===== src/rtl/bus_timer_pkg.sv =====
// bus_timer shared definitions: register map, bit indices, FSM states.
// Also holds the byte-lane merge helper used on register writes.
package bus_timer_pkg;

  localparam logic [1:0] REG_CTRL   = 2'd0;
  localparam logic [1:0] REG_LOAD   = 2'd1;
  localparam logic [1:0] REG_COUNT  = 2'd2;
  localparam logic [1:0] REG_STATUS = 2'd3;

  localparam int CTRL_EN     = 0;
  localparam int CTRL_AUTO   = 1;
  localparam int CTRL_IRQ_EN = 2;

  localparam int ST_PEND = 0;
  localparam int ST_IRQ  = 1;

  typedef enum logic [1:0] {
    BUS_IDLE,
    BUS_WAIT,
    BUS_ACK,
    BUS_RELEASE
  } bus_state_t;

  typedef enum logic [1:0] {
    IRQ_IDLE,
    IRQ_ASSERTED,
    IRQ_RELEASE
  } irq_state_t;

  function automatic logic [31:0] merge_lanes(
    input logic [31:0] old,
    input logic [31:0] wd,
    input logic [3:0]  m
  );
    logic [31:0] r;
    r = old;
    for (int b = 0; b < 4; b++) begin
      if (m[b]) r[8*b +: 8] = wd[8*b +: 8];
    end
    return r;
  endfunction

endpackage


===== src/rtl/bus_timer_if.sv =====
// sel/ack memory bus between an initiator and a responder.
// The initiator holds sel_i and request fields until it samples ack_o.
interface bus_timer_if;
  logic        sel_i;
  logic [31:0] addr_i;
  logic        we_i;
  logic [3:0]  wr_mask_i;
  logic [31:0] data_in_i;
  logic [31:0] data_out_o;
  logic        ack_o;

  modport master (
    output sel_i, addr_i, we_i, wr_mask_i, data_in_i,
    input  data_out_o, ack_o
  );

  modport slave (
    input  sel_i, addr_i, we_i, wr_mask_i, data_in_i,
    output data_out_o, ack_o
  );
endinterface


===== src/rtl/bus_responder.sv =====
// Reusable sel/ack responder: optional wait states, one ack per request.
// commit_o strobes on the edge that raises ack_o; read data is sampled then.
module bus_responder
  import bus_timer_pkg::*;
#(
  parameter int unsigned ACK_DELAY = 0
) (
  input  logic        clk,
  input  logic        reset_i,
  bus_timer_if.slave  bus,
  input  logic [31:0] rdata_i,
  output logic        commit_o,
  output logic [1:0]  addr_o,
  output logic        we_o,
  output logic [3:0]  mask_o,
  output logic [31:0] wdata_o
);

  localparam logic [3:0] DLY_INIT =
    4'(ACK_DELAY == 0 ? 0 : ACK_DELAY - 1);

  bus_state_t  state_q, state_d;
  logic [3:0]  dly_q, dly_d;
  logic [31:0] data_q, data_d;
  logic [1:0]  addr_q;
  logic        we_q;
  logic [3:0]  mask_q;
  logic [31:0] wdata_q;
  logic        live;
  logic        unused_addr;

  assign unused_addr = ^{bus.addr_i[31:4], bus.addr_i[1:0]};

  // In IDLE the request is taken straight off the bus so a
  // zero-delay commit sees it on the same edge.
  assign live    = (state_q == BUS_IDLE);
  assign addr_o  = live ? bus.addr_i[3:2] : addr_q;
  assign we_o    = live ? bus.we_i : we_q;
  assign mask_o  = live ? bus.wr_mask_i : mask_q;
  assign wdata_o = live ? bus.data_in_i : wdata_q;

  assign bus.ack_o      = (state_q == BUS_ACK);
  assign bus.data_out_o = data_q;

  always_comb begin
    state_d  = state_q;
    dly_d    = dly_q;
    commit_o = 1'b0;
    data_d   = '0;
    unique case (state_q)
      BUS_IDLE: begin
        if (bus.sel_i) begin
          if (ACK_DELAY == 0) begin
            state_d  = BUS_ACK;
            commit_o = 1'b1;
          end else begin
            state_d = BUS_WAIT;
            dly_d   = DLY_INIT;
          end
        end
      end
      BUS_WAIT: begin
        if (dly_q == 4'd0) begin
          state_d  = BUS_ACK;
          commit_o = 1'b1;
        end else begin
          dly_d = dly_q - 4'd1;
        end
      end
      BUS_ACK: state_d = BUS_RELEASE;
      BUS_RELEASE: begin
        if (!bus.sel_i) state_d = BUS_IDLE;
      end
      default: state_d = BUS_IDLE;
    endcase
    if (commit_o && !we_o) data_d = rdata_i;
  end

  always_ff @(posedge clk) begin
    if (reset_i) begin
      state_q <= BUS_IDLE;
      dly_q   <= '0;
      data_q  <= '0;
      addr_q  <= '0;
      we_q    <= 1'b0;
      mask_q  <= '0;
      wdata_q <= '0;
    end else begin
      state_q <= state_d;
      dly_q   <= dly_d;
      data_q  <= data_d;
      if (live && bus.sel_i) begin
        addr_q  <= bus.addr_i[3:2];
        we_q    <= bus.we_i;
        mask_q  <= bus.wr_mask_i;
        wdata_q <= bus.data_in_i;
      end
    end
  end

endmodule


===== src/rtl/bus_timer.sv =====
// Memory-mapped down-counting timer with pending status and irq/eoi
// handshake; bus protocol handled by bus_responder.
module bus_timer
  import bus_timer_pkg::*;
#(
  parameter int unsigned ACK_DELAY = 0,
  parameter int unsigned COUNT_W   = 32
) (
  input  logic       clk,
  input  logic       reset_i,
  bus_timer_if.slave bus,
  output logic       irq_o,
  input  logic       eoi_i
);

  localparam logic [COUNT_W-1:0] CNT_ONE =
    {{(COUNT_W-1){1'b0}}, 1'b1};

  logic [2:0]         ctrl_q, ctrl_d;
  logic [COUNT_W-1:0] load_q, load_d;
  logic [COUNT_W-1:0] count_q, count_d;
  logic               pending_q, pending_d;
  irq_state_t         irq_state_q, irq_state_d;
  logic               eoi_q;

  logic        commit, req_we;
  logic [1:0]  req_addr;
  logic [3:0]  req_mask;
  logic [31:0] req_wdata;
  logic [31:0] rdata, old_w, new_w;
  logic        evt, req, clr_pend;

  bus_responder #(.ACK_DELAY(ACK_DELAY)) u_resp (
    .clk      (clk),
    .reset_i  (reset_i),
    .bus      (bus),
    .rdata_i  (rdata),
    .commit_o (commit),
    .addr_o   (req_addr),
    .we_o     (req_we),
    .mask_o   (req_mask),
    .wdata_o  (req_wdata)
  );

  assign irq_o = (irq_state_q == IRQ_ASSERTED);
  assign req   = pending_q & ctrl_q[CTRL_IRQ_EN];

  always_comb begin
    rdata = '0;
    unique case (req_addr)
      REG_CTRL:  rdata[2:0] = ctrl_q;
      REG_LOAD:  rdata[COUNT_W-1:0] = load_q;
      REG_COUNT: rdata[COUNT_W-1:0] = count_q;
      REG_STATUS: begin
        rdata[ST_PEND] = pending_q;
        rdata[ST_IRQ]  = irq_o;
      end
      default: rdata = '0;
    endcase
  end

  always_comb begin
    irq_state_d = irq_state_q;
    clr_pend    = 1'b0;
    unique case (irq_state_q)
      IRQ_IDLE: begin
        if (req) irq_state_d = IRQ_ASSERTED;
      end
      IRQ_ASSERTED: begin
        if (eoi_i && !eoi_q) begin
          irq_state_d = IRQ_RELEASE;
          clr_pend    = 1'b1;
        end else if (eoi_i && !req) begin
          irq_state_d = IRQ_IDLE;
        end
      end
      IRQ_RELEASE: irq_state_d = IRQ_IDLE;
      default:     irq_state_d = IRQ_IDLE;
    endcase
  end

  // Later assignments win: bus writes over counter, events over clears.
  always_comb begin
    ctrl_d    = ctrl_q;
    load_d    = load_q;
    count_d   = count_q;
    pending_d = pending_q;
    evt       = 1'b0;
    if (ctrl_q[CTRL_EN]) begin
      if (count_q != '0) begin
        count_d = count_q - CNT_ONE;
      end else begin
        evt = 1'b1;
        if (ctrl_q[CTRL_AUTO]) count_d = load_q;
        else ctrl_d[CTRL_EN] = 1'b0;
      end
    end
    old_w = '0;
    unique case (req_addr)
      REG_CTRL:  old_w[2:0] = ctrl_d;
      REG_LOAD:  old_w[COUNT_W-1:0] = load_q;
      REG_COUNT: old_w[COUNT_W-1:0] = count_q;
      default:   old_w = '0;
    endcase
    new_w = merge_lanes(old_w, req_wdata, req_mask);
    if (commit && req_we) begin
      unique case (req_addr)
        REG_CTRL:  ctrl_d = new_w[2:0];
        REG_LOAD:  load_d = new_w[COUNT_W-1:0];
        REG_COUNT: count_d = new_w[COUNT_W-1:0];
        REG_STATUS: begin
          if (req_mask[0] && req_wdata[ST_PEND]) pending_d = 1'b0;
        end
        default: ;
      endcase
    end
    if (clr_pend) pending_d = 1'b0;
    if (evt) pending_d = 1'b1;
  end

  always_ff @(posedge clk) begin
    if (reset_i) begin
      ctrl_q      <= '0;
      load_q      <= '0;
      count_q     <= '0;
      pending_q   <= 1'b0;
      irq_state_q <= IRQ_IDLE;
      eoi_q       <= 1'b0;
    end else begin
      ctrl_q      <= ctrl_d;
      load_q      <= load_d;
      count_q     <= count_d;
      pending_q   <= pending_d;
      irq_state_q <= irq_state_d;
      eoi_q       <= eoi_i;
    end
  end

endmodule

===== src/flat_wrapper.sv =====
// flat-port wrapper written by rule: the top's interface ports become plain ports
module bus_timer_flat import bus_timer_pkg::*;
#(
  parameter int unsigned ACK_DELAY = 0,
  parameter int unsigned COUNT_W   = 32
)
  (clk, reset_i, irq_o, eoi_i, bus_sel_i, bus_addr_i, bus_we_i, bus_wr_mask_i, bus_data_in_i, bus_data_out_o, bus_ack_o);
  bus_timer_if bus_i ();
  input  logic clk;
  input  logic reset_i;
  output logic irq_o;
  input  logic eoi_i;
  input wire logic [$bits(bus_i.sel_i)-1:0] bus_sel_i;
  input wire logic [$bits(bus_i.addr_i)-1:0] bus_addr_i;
  input wire logic [$bits(bus_i.we_i)-1:0] bus_we_i;
  input wire logic [$bits(bus_i.wr_mask_i)-1:0] bus_wr_mask_i;
  input wire logic [$bits(bus_i.data_in_i)-1:0] bus_data_in_i;
  output wire logic [$bits(bus_i.data_out_o)-1:0] bus_data_out_o;
  output wire logic [$bits(bus_i.ack_o)-1:0] bus_ack_o;
  assign bus_i.sel_i = bus_sel_i;
  assign bus_i.addr_i = bus_addr_i;
  assign bus_i.we_i = bus_we_i;
  assign bus_i.wr_mask_i = bus_wr_mask_i;
  assign bus_i.data_in_i = bus_data_in_i;
  assign bus_data_out_o = bus_i.data_out_o;
  assign bus_ack_o = bus_i.ack_o;
  bus_timer #(.ACK_DELAY(ACK_DELAY), .COUNT_W(COUNT_W)) u_core (.clk(clk), .reset_i(reset_i), .bus(bus_i), .irq_o(irq_o), .eoi_i(eoi_i));
endmodule

===== config.mk =====
export PLATFORM = sky130hd
export DESIGN_NAME = bus_timer_flat
export DESIGN_NICKNAME = d
export VERILOG_FILES = /design/src/rtl/bus_timer_pkg.sv /design/src/rtl/bus_timer_if.sv /design/src/rtl/bus_responder.sv /design/src/rtl/bus_timer.sv /design/src/flat_wrapper.sv
export SDC_FILE = /design/constraint.sdc
export NUM_CORES = 1
export LEC_CHECK = 0
export CAP_MARGIN = 20
export CORE_UTILIZATION = 25
export DETAILED_ROUTE_END_ITERATION = 8
export PLACE_DENSITY_LB_ADDON = 0.12
export SYNTH_ARGS = -nofsm -noshare
export SYNTH_HDL_FRONTEND = slang
export SYNTH_SLANG_ARGS = --single-unit
export TNS_END_PERCENT = 100

===== constraint.sdc =====
create_clock -name clk -period 4.7 [get_ports clk]
set_input_delay 1.175 -clock clk [delete_from_list [all_inputs] [get_ports clk]]
set_output_delay 1.175 -clock clk [all_outputs]
set_load 0.1 [all_outputs]

Word-level counts from Yosys, hierarchy flattened
Cells that the tools add are included.
{"block": "op_classes", "addsub": 2, "reduce_logical": 24, "n_mux": 42, "eq_ne": 12, "n_bitwise": 3}
{"op": "$mux 32", "count": 6}
{"op": "$pmux 29 s2", "count": 1}
{"op": "$mux 8", "count": 4}
{"op": "$reduce_bool 32->1", "count": 1}
{"op": "$sub 32x1->32 const B", "count": 1}
{"op": "$mux 1", "count": 17}
{"op": "$pmux 2 s4", "count": 2}
{"op": "$mux 2", "count": 7}
{"op": "$reduce_bool 3->1", "count": 3}
{"op": "$eq 2x2->1 const B", "count": 4}
{"op": "$reduce_and 2->1", "count": 4}
{"op": "$eq 2x1->1 const B", "count": 3}
{"op": "$logic_and 1x1->1", "count": 6}
{"op": "$logic_not 2->1", "count": 3}
{"op": "$ne 2x2->1 const B", "count": 3}
{"op": "$pmux 3 s2", "count": 1}
{"op": "$reduce_and 3->1", "count": 2}
{"op": "$logic_not 4->1", "count": 1}
{"op": "$mux 4", "count": 1}
{"op": "$pmux 2 s2", "count": 1}
{"op": "$sub 4x1->4 const B", "count": 1}
{"op": "$logic_not 1->1", "count": 3}
{"op": "$ne 3x1->1 const B", "count": 1}
{"op": "$pmux 1 s3", "count": 1}
{"op": "5 further kinds", "count": 6}
{"block": "word_totals", "reg_bits": 148, "word_cells": 97}

Logic depth before layout (Yosys ltp)
{"block": "depth", "depth_word": 8, "ltp_mapped": 15}

By module
From an unflattened synthesis, not the netlist that was laid out.
{"block": "hier_totals", "cells_unflattened": 927, "area_unflattened_um2": 7772.5}
{"mod": "bus_timer", "seq_area_each_um2": 1421.4, "n_inst": 1, "cells_each": 600, "area_each_um2": 4628.2}
{"mod": "bus_responder", "seq_area_each_um2": 1541.5, "n_inst": 1, "cells_each": 327, "area_each_um2": 3144.3}

Least setup slack after synthesis
OpenSTA, ideal clock, no wires.
{"block": "synth_path", "path_kind": "register to register", "startpoint": "register u_core.u_resp.state_q[0]", "endpoint": "register u_core.count_q[25]", "stages_incl_launch_ff": 16, "required_ps": 4626, "arrival_time_ps": 3250, "slack_ps": 1375, "path_cell_list": "dfxtp_1 -> clkbuf_1 -> nor2_1 -> clkbuf_1 -> clkbuf_1 -> mux2_2 -> inv_1 -> ha_1 -> clkbuf_1 -> clkbuf_1 -> a22oi_1 -> o311ai_0 -> o21ai_0 -> nor2_1 -> a31oi_1 -> a31oi_1"}
{"block": "synth_via", "elab_chain_len": 7, "word_cells_on_any_way": 14}
{"item": "start, declared", "line_no": "bus_responder.sv:22", "rtl": "bus_state_t state_q, state_d;"}
{"item": "start signal, assigned", "line_no": "bus_responder.sv:89", "rtl": "state_q <= state_d;"}
{"item": "$logic_not 2->1", "line_no": "bus_responder.sv:36, bus_responder.sv:50"}
{"item": "$mux 2", "line_no": "bus_responder.sv:37", "rtl": "assign addr_o = live ? bus.addr_i[3:2] : addr_q;"}
{"item": "$eq 2x2->1 or $eq 2x1->1 (tied branches)", "line_no": "bus_timer.sv:99, bus_timer.sv:107"}
{"item": "$pmux 29 s2", "line_no": "bus_timer.sv:99", "rtl": "unique case (req_addr)"}
{"item": "$mux 8", "line_no": "bus_timer_pkg.sv:38", "rtl": "if (m[b]) r[8*b +: 8] = wd[8*b +: 8];"}
{"item": "$mux 32", "line_no": "bus_timer.sv:107", "rtl": "unique case (req_addr)"}
{"item": "$mux 32 *", "line_no": "bus_timer.sv:106", "rtl": "if (commit && req_we) begin"}
{"item": "end signal, assigned", "line_no": "bus_timer.sv:132", "rtl": "count_q <= count_d;"}
{"item": "end, declared", "line_no": "bus_timer.sv:21", "rtl": "logic [COUNT_W-1:0] count_q, count_d;"}
Mark *: on every way between the ends. The rest lies on a longest branch, timed or not.
A chain may end at the register's enable or synchronous reset.

Worst setup path after layout
{"block": "layout_path", "startpoint": "register u_core.u_resp.state_q[1]", "endpoint": "output port bus_ack_o"}
{"block": "layout_via", "elab_chain_len": 1}
{"item": "$eq 2x2->1", "line_no": "bus_responder.sv:42", "rtl": "assign bus.ack_o = (state_q == BUS_ACK);"}
{"item": "end, declared", "line_no": "flat_wrapper.sv:19", "rtl": "output wire logic [$bits(bus_i.ack_o)-1:0] bus_ack_o;"}
No other way between the ends.

==> run_results.csv <==
group,metric,value,unit
place,placed_cells,1396,
global_routing,grt_use_total,17.8,%
synthesis,syn_avg_cell_area,7.66,um2
worst_setup_path,crit_required,3.52,ns
clock_network,cts_buffer_depth,2,
hold_path,holdCritPathClass,"flop to flop",
synthesis,synth_top_cell_by_area,"dfxtp_1",
synthesis,synth_most_common_cell,"nand2_1",
worst_setup_path,slowest_delay,1.15,ns
drt,drc_errors,0,
pwr,report.power.total,4.38,mW
synthesis,ys_warn_count,0,
synthesis,netlist_instances,990,
floorplanning,initial_core_util,25.5,%
sta,setup_violations,0,
synthesis,synth-async-reset-ratio,0,%
synthesis,ys_ff_latch,148,
clock_network,cts_tree,"done",
drt,finalWirelength,26900,um
layout,diodes,0,
clock_network,postCtsResizedCells,0,
clock_network,root_buffer,"clkbuf_16",
sta,fin_skew,0.0121,ns
floorplanning,die_x,176,um
layout,area_growth_syn_to_layout,23.2,%
sta,relSlewSlack,30.5,%
drt,wl_per_cell,18.9,um
worst_setup_path,start_kind,"flop",
floorplanning,core_area,29700,um2
drt,viasPerCell,5.15,
pwr,powerDensity,468,nW/um2
drt,vias,7356,
sta,fmax,272,MHz
floorplanning,rows,63,
sta,final_hold_viol_count,0,
synthesis,syn_area,7580,um2
sta,worst_pin_slew,1.04,ns
layout,fin_cells,1427,
synthesis,yosys.cell_types.count,67,
place,gp_congestion,0.779,
synthesis,syn-num-nets,1071,
sta,slew_violations,0,
clock_network,cts_max_level,4,
synthesis,ys.flop_type,"dfxtp_1",
worst_setup_path,crit_buf_inv,2,
drt,ant_nets,0,
drt,drtIter0Drc,481,
place,dpl_cell_area,8740,um2
clock_network,cts_setup_buffers,0,
floorplanning,fp.dieH,176,um
place,post-dp-hpwl,18400,um
layout,multi_input_area,4250,um2
layout,register_area,2960,um2
worst_setup_path,path_cells,"inv_1, nor2_1, clkdlybuf4s50_1",
sta,min_period,3.67,ns
place,port_buffers,76,
synthesis,synth-edff-count,0,
worst_setup_path,worstPathMaxFanout,9,
clock_network,numCtsBuffers,17,
synthesis,synth.top_cell.area_share,39.1,%
layout,drive_gt1_share,8.20,%
floorplanning,boundaryPins,107,
floorplanning,dieArea,31000,um2
global_routing,grt_pass1_vias,7021,
sta,rsz0062_at_grt,"no",
global_routing,grt-ovfl-total,0,
run,drv_cap,0,
global_routing,grt_pass1_wl,42100,um
sta,tns,0,ns
synthesis,synth.cells.most_frequent,"162 x nand2_1, 148 x dfxtp_1, 96 x nor2_1",
run_status,outcome,"finished, final reports clean",
clock_network,hold_buffers,0,
clock_network,clkTransAtPathRegs,0.06,ns
sta,min_period_over_period,78.1,%
clock_network,insertion_delay,0.44,ns
worst_setup_path,critPathTopFamily,"buffers and inverters",
synthesis,synthTopCellsByArea,"dfxtp_1 39%, nand2_1 8.0%, a21oi_1 6.2%, nor2_1 4.8%, clkbuf_1 3.5%",
clock_network,cts.sinks,148,
pwr,ir_drop,0.279,mV
worst_setup_path,critPathKind,"flop to output port",
global_routing,antenna_found_initial,1,
worst_setup_path,cp-end-kind,"output port",
worst_setup_path,worst_ep_arrival_time,2.50,ns
layout,fillers,3139,
layout,nets,1106,
drt,firstDrtPassIters,5,
layout,fin_area,9340,um2
synthesis,yosysSeqAreaShare,39.1,%
global_routing,grt_max_degree,62,
worst_setup_path,cpMaxStageDelayCell,"clkdlybuf4s50_1",
pwr,p_leak,3.11,nW
## final cells by class
type                    instances  share of cell area, %
multi-input cells             741                   45.5
clock buffers                  22                   5.08
flip-flops and latches        148                   31.7
well taps                     390                   5.22
inverters                      17                  0.683
repair buffers                100                   10.4
clock inverters                 9                   1.37
## report_power, final
part	internal [mW]	switching [mW]	total, mW
clock	0.872	0.568	1.44
combinational	0.515	1.01	1.52
sequential	1.32	0.0906	1.41
total	2.71	1.67	4.38
## through the flow
step,hold slack (ns),util [%],setup slack [ns]
finish,0.414,31.4,1.03
global route,0.432,31.4,0.778
CTS,0.417,31.4,0.982
detailed placement,0.411,29.4,0.600
global placement,0.409,29.4,0.609
floorplan,0.392,-,1.38
## metal layers
| layer | wire [um] | vias to the layer above | track usage [%] | part of all wire (%) |
|---|---|---|---|---|
| met5 | 0 | - | 0 | 0 |
| met1 | 13600 | 3494 | 25.1 | 50 |
| met2 | 12000 | 142 | 27.5 | 45 |
| met4 | 412 | 0 | 5.22 | 1.5 |
| li1 | - | 3692 | - | - |
| met3 | 893 | 28 | 2.84 | 3.3 |
## layout by cell type (no fill, tap or decap), types with 4 or more instances in the layout
cell / Yosys / final
a211oi_1: 15 / 15
a21oi_1: 94 / 94
a221oi_1: 4 / 4
a22oi_1: 31 / 31
a31oi_1: 4 / 4
and2_1: 9 / 9
and3_1: 7 / 7
buf_4: 0 / 21
clkbuf_16: 0 / 17
clkdlybuf4s50_1: 0 / 75
dfxtp_1: 148 / 148
ha_1: 8 / 7
inv_1: 17 / 17
mux2_2: 9 / 9
mux2i_1: 8 / 8
nand2_1: 162 / 161
nand2b_1: 5 / 5
nand3_1: 15 / 14
nand4_1: 14 / 14
nor2_1: 96 / 95
nor3_1: 44 / 43
nor4_1: 8 / 8
o211ai_1: 4 / 4
o21a_1: 6 / 6
o21ai_0: 52 / 52
o221ai_1: 5 / 5
o22ai_1: 11 / 11
o311ai_0: 27 / 27
o31ai_1: 31 / 31
o32ai_1: 6 / 6
or2_2: 7 / 7
or3_1: 6 / 6
## cell families (layout without fill, tap and decap cells)
family	Yosys count	after routing	synth area share (%)
and+or+nand+nor	396	396	24.0
muxes	17	17	2.39
xor gates and xnor gates	3	3	0.347
DFF	148	148	39.1
buffers and inverters	101	148	5.12
adders and majority gates	8	8	1.32
AOI/OAI and AO/OA	317	317	27.7
## flip-flops by register name, indices dropped and copies added, names as in the netlist, 3 cells and up
register                      flops
u_core.u_resp.dly_q               4
u_core.ctrl_q                     3
u_core.load_q                    32
u_core.u_resp.wdata_q            32
u_core.u_resp.mask_q              4
u_core.count_q                   32
u_core.u_resp.bus.data_out_o     32
## path summary, 6_finish.rpt
| kind | end | cells past startpoint | from | slack [ns] |
|---|---|---|---|---|
| worst min-delay path | u_core.irq_state_q[0] | 1 | u_core.irq_state_q[1] | 0.41 |
| worst max-delay path | bus_ack_o | 3 | u_core.u_resp.state_q[1] | 1.03 |
| worst min register to register | u_core.irq_state_q[0] | 1 | u_core.irq_state_q[1] | 0.41 |
| worst max register to register | u_core.count_q[29] | 9 | u_core.u_resp.state_q[0] | 1.17 |
Power figures use the tool's default switching activity.
